**config.mk**
```make
export PLATFORM = sky130hd
export DESIGN_NAME = rr_tenure_arbiter
export DESIGN_NICKNAME = d
export VERILOG_FILES = /design/src/rtl/arb_pkg.sv /design/src/rtl/rr_priority_pick.sv /design/src/rtl/rr_tenure_arbiter.sv
export SDC_FILE = /design/constraint.sdc
export NUM_CORES = 1
export LEC_CHECK = 0
export CAP_MARGIN = 10
export CORE_AREA = 2 2 40 78
export DETAILED_ROUTE_END_ITERATION = 8
export DIE_AREA = 0 0 42 80
export PLACE_DENSITY = 0.59
export SLEW_MARGIN = 20
export SYNTH_ARGS = -nofsm -noshare
export SYNTH_HDL_FRONTEND = slang
export SYNTH_SLANG_ARGS = --single-unit
```
**constraint.sdc**
```tcl
create_clock -name clk -period 3.45 [get_ports clk]
set_input_delay 0.8625 -clock clk [delete_from_list [all_inputs] [get_ports clk]]
set_output_delay 0.8625 -clock clk [all_outputs]
set_load 0.005 [all_outputs]
```
**src/rtl/arb_pkg.sv**
```systemverilog
// Shared types and helpers for the round-robin tenure arbiter.
// Holds the FSM state encoding and a one-hot to index decoder.
package arb_pkg;

    typedef enum logic {
        IDLE  = 1'b0,
        GRANT = 1'b1
    } arb_state_t;

    // Index of the set bit in a one-hot word (up to 32 requesters).
    function automatic int unsigned rr_onehot_to_idx(input logic [31:0] oh);
        int unsigned idx;
        idx = 0;
        for (int i = 0; i < 32; i++) begin
            if (oh[i]) idx = i;
        end
        return idx;
    endfunction

endpackage

```
**src/rtl/rr_priority_pick.sv**
```systemverilog
// Combinational round-robin pick: rotate req so ptr lands at bit 0,
// take the lowest set bit, then rotate the index back.
module rr_priority_pick
    import arb_pkg::*;
#(
    parameter int N   = 4,
    parameter int IDW = $clog2(N)
) (
    input  logic [N-1:0]   req,
    input  logic [IDW-1:0] ptr,
    output logic           any,
    output logic [IDW-1:0] winner_idx
);

    logic [2*N-1:0] dbl;
    logic [N-1:0]   rot;
    logic [N-1:0]   ffs;
    logic [31:0]    sum;

    always_comb begin
        dbl = {req, req} >> ptr;
        rot = dbl[N-1:0];
        ffs = rot & (~rot + N'(1));
        sum = rr_onehot_to_idx(32'(ffs)) + 32'(ptr);
        // Explicit modulo so non-power-of-2 N wraps correctly.
        if (sum >= 32'(N)) sum = sum - 32'(N);
        winner_idx = IDW'(sum);
        any        = |req;
    end

endmodule

```
**src/rtl/rr_tenure_arbiter.sv**
```systemverilog
// Round-robin arbiter with bounded tenure: the owner is preempted after
// MAX_HOLD cycles when someone else waits; every handover has one idle cycle.
module rr_tenure_arbiter
    import arb_pkg::*;
#(
    parameter int N        = 4,
    parameter int MAX_HOLD = 8,
    parameter int IDW      = $clog2(N)
) (
    input  logic           clk,
    input  logic           reset,
    input  logic [N-1:0]   req,
    output logic [N-1:0]   grant,
    output logic           grant_valid,
    output logic [IDW-1:0] grant_id,
    output logic           expire
);

    localparam int HW = (MAX_HOLD < 1) ? 1 : $clog2(MAX_HOLD + 1);
    localparam logic [IDW-1:0] LAST     = IDW'(N - 1);
    localparam logic [HW-1:0]  HOLD_MAX = HW'(MAX_HOLD);

    arb_state_t     state_q, state_d;
    logic [IDW-1:0] owner_q, owner_d;
    logic [IDW-1:0] ptr_q, ptr_d;
    logic [HW-1:0]  hold_q, hold_d;
    logic           expire_q, expire_d;

    logic           pick_any;
    logic [IDW-1:0] pick_idx;
    logic [N-1:0]   own_oh;

    rr_priority_pick #(.N(N), .IDW(IDW)) u_pick (
        .req        (req),
        .ptr        (ptr_q),
        .any        (pick_any),
        .winner_idx (pick_idx)
    );

    assign own_oh = N'(1) << owner_q;

    always_comb begin
        state_d  = state_q;
        owner_d  = owner_q;
        ptr_d    = ptr_q;
        hold_d   = hold_q;
        expire_d = 1'b0;
        case (state_q)
            IDLE: begin
                if (pick_any) begin
                    state_d = GRANT;
                    owner_d = pick_idx;
                    hold_d  = HW'(1);
                    ptr_d   = (pick_idx == LAST) ? '0 : pick_idx + IDW'(1);
                end
            end
            GRANT: begin
                // Release wins over preemption when both happen at once.
                if (!req[owner_q]) begin
                    state_d = IDLE;
                end else if (MAX_HOLD != 0 && hold_q == HOLD_MAX &&
                             (req & ~own_oh) != '0) begin
                    state_d  = IDLE;
                    expire_d = 1'b1;
                end else if (MAX_HOLD != 0 && hold_q != HOLD_MAX) begin
                    hold_d = hold_q + HW'(1);
                end
            end
            default: state_d = IDLE;
        endcase
    end

    always_ff @(posedge clk or posedge reset) begin
        if (reset) begin
            state_q  <= IDLE;
            owner_q  <= '0;
            ptr_q    <= '0;
            hold_q   <= '0;
            expire_q <= 1'b0;
        end else begin
            state_q  <= state_d;
            owner_q  <= owner_d;
            ptr_q    <= ptr_d;
            hold_q   <= hold_d;
            expire_q <= expire_d;
        end
    end

    assign grant_valid = (state_q == GRANT);
    assign grant       = grant_valid ? own_oh : '0;
    assign grant_id    = grant_valid ? owner_q : '0;
    assign expire      = expire_q;

endmodule

```
### After elaboration in Yosys (flattened, before gate mapping)

Index checks and enable logic that the tools add are counted.

| cells by class | value |
|---|---|
| $add $sub $neg | 5 |
| order comparisons | 2 |
| equality and inequality tests | 7 |
| shift operators | 2 |
| multiplexer cells | 21 |
| bitwise gates (word level) | 5 |
| reductions and logical operators | 5 |

Operators with widths:

| cell | count |
|---|---|
| $mux W4 | 5 |
| $mux W2 | 5 |
| $add A4 B1 Y4 const B | 2 |
| $and A4 B4 Y4 | 2 |
| $mux W1 | 8 |
| $not A4 Y4 | 2 |
| $pmux W4 S2 | 1 |
| $shr A8 B2 Y4 | 1 |
| $eq A4 B4 Y1 const B | 1 |
| $ne A2 B1 Y1 const B | 2 |
| $ne A2 B2 Y1 const B | 2 |
| $ne A4 B4 Y1 const B | 1 |
| $reduce_and A4 Y1 | 1 |
| $reduce_bool A4 Y1 | 1 |
| $reduce_or A4 Y1 | 1 |
| $shl A1 B2 Y4 const A | 1 |
| $add A2 B2 Y3 | 1 |
| $ge A3 B3 Y1 const B | 1 |
| $lt A2 B3 Y1 const B | 1 |
| $add A2 B1 Y2 const B | 1 |
| $bmux W1 S2 | 1 |
| $eq A2 B2 Y1 const B | 1 |
| $pmux W1 S2 | 1 |
| $reduce_and A2 Y1 | 1 |
| other kinds (3) | 3 |

| storage, ports and cells | value |
|---|---|
| register bits after elaboration | 10 |
| input bits | 6 |
| word-level logic and storage cells | 52 |

### Logic depth before layout (Yosys ltp)

Gate-level depths: netlist of the first run.

| logic depth | value |
|---|---|
| word-level depth | 12 |
| gate-level depth with buffers | 11 |

### By module

From an unflattened synthesis of the first run, not the netlist that was laid out.

| second synthesis, totals | value |
|---|---|
| cells, all modules | 85 |
| area total of the unflattened synthesis | 799.5 µm² |

Modules (own cells, without submodules):

| module | times used | cells an instance | area each (µm²) | seq. area each (µm²) |
|---|---|---|---|---|
| rr_tenure_arbiter | 1 | 58 | 609.3 | 250.2 |
| rr_priority_pick | 1 | 27 | 190.2 | 0.0 |

### Worst setup path before layout of the first run

Ideal clock, no wire load.

| timing path | value |
|---|---|
| kind | input to register |
| start point | in req[0] |
| end point | reg ptr_q[1] |
| setup time | 0.131 ns |
| arrival | 2.336 ns |
| data required time | 3.319 ns |
| slack | 0.983 ns |
| stages | 11 |
| cells stage by stage | buf_4 > inv_1 > o21ai_0 > a21oi_1 > nor3_1 > a21oi_1 > ha_1 > xor2_1 > and4_1 > o21ai_1 > xnor2_1 |

| on the way | value |
|---|---|
| longest elaborated chain between the ends | 12 |
| elaborated cells on any way between the ends | 16 |
| classes of those cells | add/sub: 4; order compare: 1; eq/ne: 1; shift: 1; mux: 5; bitwise: 2; reduce/logical: 2 |

Ends and longest elaborated chain:

| element | line | text |
|---|---|---|
| from (decl) | rr_tenure_arbiter.sv:12 | `input logic [N-1:0] req,` |
| $shr A8 B2 Y4 * | rr_priority_pick.sv:21 | `dbl = {req, req} >> ptr;` |
| $not A4 Y4 | rr_priority_pick.sv:23 | `ffs = rot & (~rot + N'(1));` |
| $add A4 B1 Y4 | rr_priority_pick.sv:23 |  |
| $and A4 B4 Y4 * | rr_priority_pick.sv:23 |  |
| $mux W1 | arb_pkg.sv:15 | `if (oh[i]) idx = i;` |
| $mux W2 | arb_pkg.sv:15 |  |
| $mux W2 * | arb_pkg.sv:15 |  |
| $add A2 B2 Y3 * | rr_priority_pick.sv:24 | `sum = rr_onehot_to_idx(32'(ffs)) + 32'(ptr);` |
| $ge A3 B3 Y1 or $sub A2 B1 Y2 (tied branches) | rr_priority_pick.sv:26 | `if (sum >= 32'(N)) sum = sum - 32'(N);` |
| $mux W2 * | rr_priority_pick.sv:26 |  |
| via pick_idx[0] | rr_tenure_arbiter.sv:30 | `logic [IDW-1:0] pick_idx;` |
| $add A2 B1 Y2 or $eq A2 B2 Y1 (tied branches) | rr_tenure_arbiter.sv:54 | `ptr_d = (pick_idx == LAST) ? '0 : pick_idx + IDW'(1);` |
| $mux W2 * | rr_tenure_arbiter.sv:54 |  |
| to (signal assigned) | rr_tenure_arbiter.sv:83 | `ptr_q <= ptr_d;` |
| to (decl) | rr_tenure_arbiter.sv:25 | `logic [IDW-1:0] ptr_q, ptr_d;` |

The timed path passes the listed nets; every way through them passes the cells marked *.
A chain may end at the register's enable or synchronous reset.

### Worst setup path after layout of the first run

Ends and elaborated chain as after synthesis.

==> impl_metrics.toml, run 1 <==
[worst_setup_path]
cp_max_fo = 9
reg2reg_from = "ptr_q[1]"
cp-endpoint = "ptr_q[1]"
cp-startpoint = "req[0]"
crit_arrival_ns = 3.12
crit_slowest_cell = "clkdlybuf4s50_1"
end_kind = "flop"
critical_path_class = "in2reg"
cp_data_required_time_ns = 3.55
crit_top_cell = "a21oi_1"
rrSetupSlack_ns = 1.18
r2r_end = "ptr_q[1]"
cpPeakStageDelay_ns = 0.66
setup.worst_path.start_class = "input pin"
r2r_cells = 10
crit_chain = "clkdlybuf4s50_1 -> inv_1 -> o21ai_0 -> a21oi_1 -> nor3_1 -> a21oi_1 -> ha_1 -> xor2_1 -> and4_1 -> o21ai_1 -> xnor2_1"

[floorplan]
die_h_um = 80
core_area_mm2 = 0.00274
initial_core_util = 0.290
die_w_um = 42
ioPinCount = 14
die_area_mm2 = 0.00336
core.rowCount = 27

[global_routing]
grt_start_max_net_pins = 13
grt_pass1_vias = 632
grt.total_usage = 0.111
grt.overflow.total = 0
grt_pass1_wl_mm = 2.84
grt_antenna_before_repair = 0

[synthesis]
synth_mux_area_frac = 0.0693
ys_warn_count = 0
yosys-top-cells-area = "dfrtp_1 (31%), ha_1 (4.7%), a21oi_1 (4.4%)"
synth_compound_area_frac = 0.140
synth_most_common_cell = "dfrtp_1"
synth.cell_area_um2 = 795
netlist.area_leader.share = 0.315
synth_top_area_cell = "dfrtp_1"
synth_area_per_cell_um2 = 8.83
synth-edff-count = 0
synth-seq-cells = 10
yosys-top-cells-count = "dfrtp_1 (10), nor2_1 (8), a21oi_1 (7)"
synth_adder_area_share = 0.0472
synth_top_family_by_area = "simple AND/OR/NAND/NOR gates"
synth_cell_types = 39
synthFlopType = "dfrtp_1"
synth-xor-area-share = 0.0661
netlist_instances = 90
synth-simple-area-share = 0.268
synth_nets = 99
ys_async_sr_fraction = 1.00
synth-seq-area-share = 0.315

[layout]
antenna_cells_inserted = 0
area.growth.synth_to_final_pct = 21.7
layout.cells.non_filler = 128
fillers = 284
final_nets = 109
layout-drive-gt1-share = 0.131

[sta]
max_freq_mhz = 332
timing.final.crit_share = 0.874
finalMaxSlewViolations = 0
setup_violations = 0
holdWs_ns = 0.569
max_slew.worst_pin.slew_ns = 0.566
setup_tns_ns = 0
rsz0062_at_grt = "false"
period_minus_slack_ns = 3.02
slew_headroom = 0.621
hold_viol_final = 0
final.setup_skew_ns = 0.00488

[clock_tree]
cts_tree = "yes"
clk_path_buf_depth = 2
cts_sinks = 10
clockRootBuffer = "clkbuf_8"
htreeDepth = 1
post_cts_buffers = 0
cts_hold_buf = 0
clk_pin_slew_ns = 0.05
ctsResizeCount = 0
cts_buffers = 3
insertion_delay_ns = 0.23

[pwr]
finalPower_mw = 0.835
power.density_mw_per_mm2 = 863
ir_worst_vdd_v = 0.000257
p_leak_nw = 0.412

[placement]
dp_hpwl_mm = 1.39
dp_cells = 124
port_buffers = 13
place.gp.congestion = 0.744

[detailed_routing]
drt-initial-drc-count = 6
dr_total_vias = 680
wirelength_mm = 1.78
avgViaCountPerCell = 5.31
avgRoutedWirePerCell_um = 13.9
drc_errors = 0
antenna_left = 0
drt_pass1_iterations = 4

[status]
outcome = "complete, no violations"

[min_path]
min_path_type = "reg2reg"

[flow_run]
drv_cap = 0
how the worst min path moves through the flow:
stage	from	endpoint	cells past startpoint
floorplan	hold_q[0]	hold_q[0]	1
global placement	hold_q[3]	hold_q[3]	2
finish	hold_q[0]	hold_q[0]	1
CTS	hold_q[3]	hold_q[3]	2
detailed placement	hold_q[3]	hold_q[3]	2
global route	hold_q[2]	hold_q[2]	2
area by class of cell:
| cell class | count | area [um2] | share of cell area |
|---|---|---|---|
| multi-input combinational | 66 | 469 | 0.485 |
| sequential | 10 | 250 | 0.259 |
| timing repair buffer | 14 | 138 | 0.142 |
| clock buffer | 4 | 55.1 | 0.0569 |
| tap | 29 | 36.3 | 0.0375 |
| inverter | 5 | 18.8 | 0.0194 |
through the flow:
stage               area [um2]   util  setup slack, ns
finish                     967  0.353            0.434
global route               967  0.353            0.267
CTS                        967  0.353            0.445
detailed placement         912  0.333            0.205
global placement           912  0.333            0.270
floorplan                  795      -            0.983
layout by cell type, fill, tap and decap left out, types with 2 or more instances in the layout:
master	synthesis	layout
a21oi_1	7	7
and2_1	2	2
clkbuf_8	0	4
clkdlybuf4s50_1	0	13
dfrtp_1	10	10
ha_1	3	3
inv_1	5	5
mux2_2	2	2
nand2_1	3	3
nand2b_1	3	3
nor2_1	8	8
nor2b_1	3	3
nor3_1	4	4
o21ai_0	3	3
o31ai_1	2	2
xnor2_1	3	3
xor2_1	3	3
cells by family (layout without fill, tap and decap cells):
kind of cell | count (synthesis) | count (layout)
simple gates | 35 | 35
compound gates | 18 | 18
buf+inv | 14 | 23
flops | 10 | 10
xor+xnor | 6 | 6
mux | 4 | 4
fa+ha+maj | 3 | 3
layer usage:
layer / GRT usage / share of wire
met4: 0.0677 / 0.024
met2: 0.208 / 0.58
met3: 0.0249 / 0.026
met1: 0.105 / 0.36
met5: 0 / 0
state kept, by name (all words and copies together), names as in the netlist:
signal	flops
expire	1
grant_valid	1
hold_q	4
owner_q	2
ptr_q	2
report_power, final:
group	switching [mW]	internal [mW]	total, mW
logic	0.174	0.251	0.424
registers	0.0992	0.167	0.266
clock network	0.0443	0.100	0.145
total	0.317	0.518	0.835
critical path: cells and delay by family:
family	cells	cell delay, ns
adders and majority gates	1	0.34
AOI/OAI and AO/OA	4	0.41
xor gates and xnor gates	2	0.37
buffers and inverters	2	0.76
and+or+nand+nor	2	0.38
Power figures use the tool's default switching activity.
==> run 2: changes to the inputs <==
--- a/config.mk
+++ b/config.mk
@@ -9,6 +9,7 @@
 export CORE_AREA = 2 2 40 78
 export DETAILED_ROUTE_END_ITERATION = 8
 export DIE_AREA = 0 0 42 80
+export HOLD_SLACK_MARGIN = 0.02
 export PLACE_DENSITY = 0.59
 export SLEW_MARGIN = 20
 export SYNTH_ARGS = -nofsm -noshare
==> results of run 2 <==
Same layout as run 1: the final DEF is identical, and so are final timing and power.
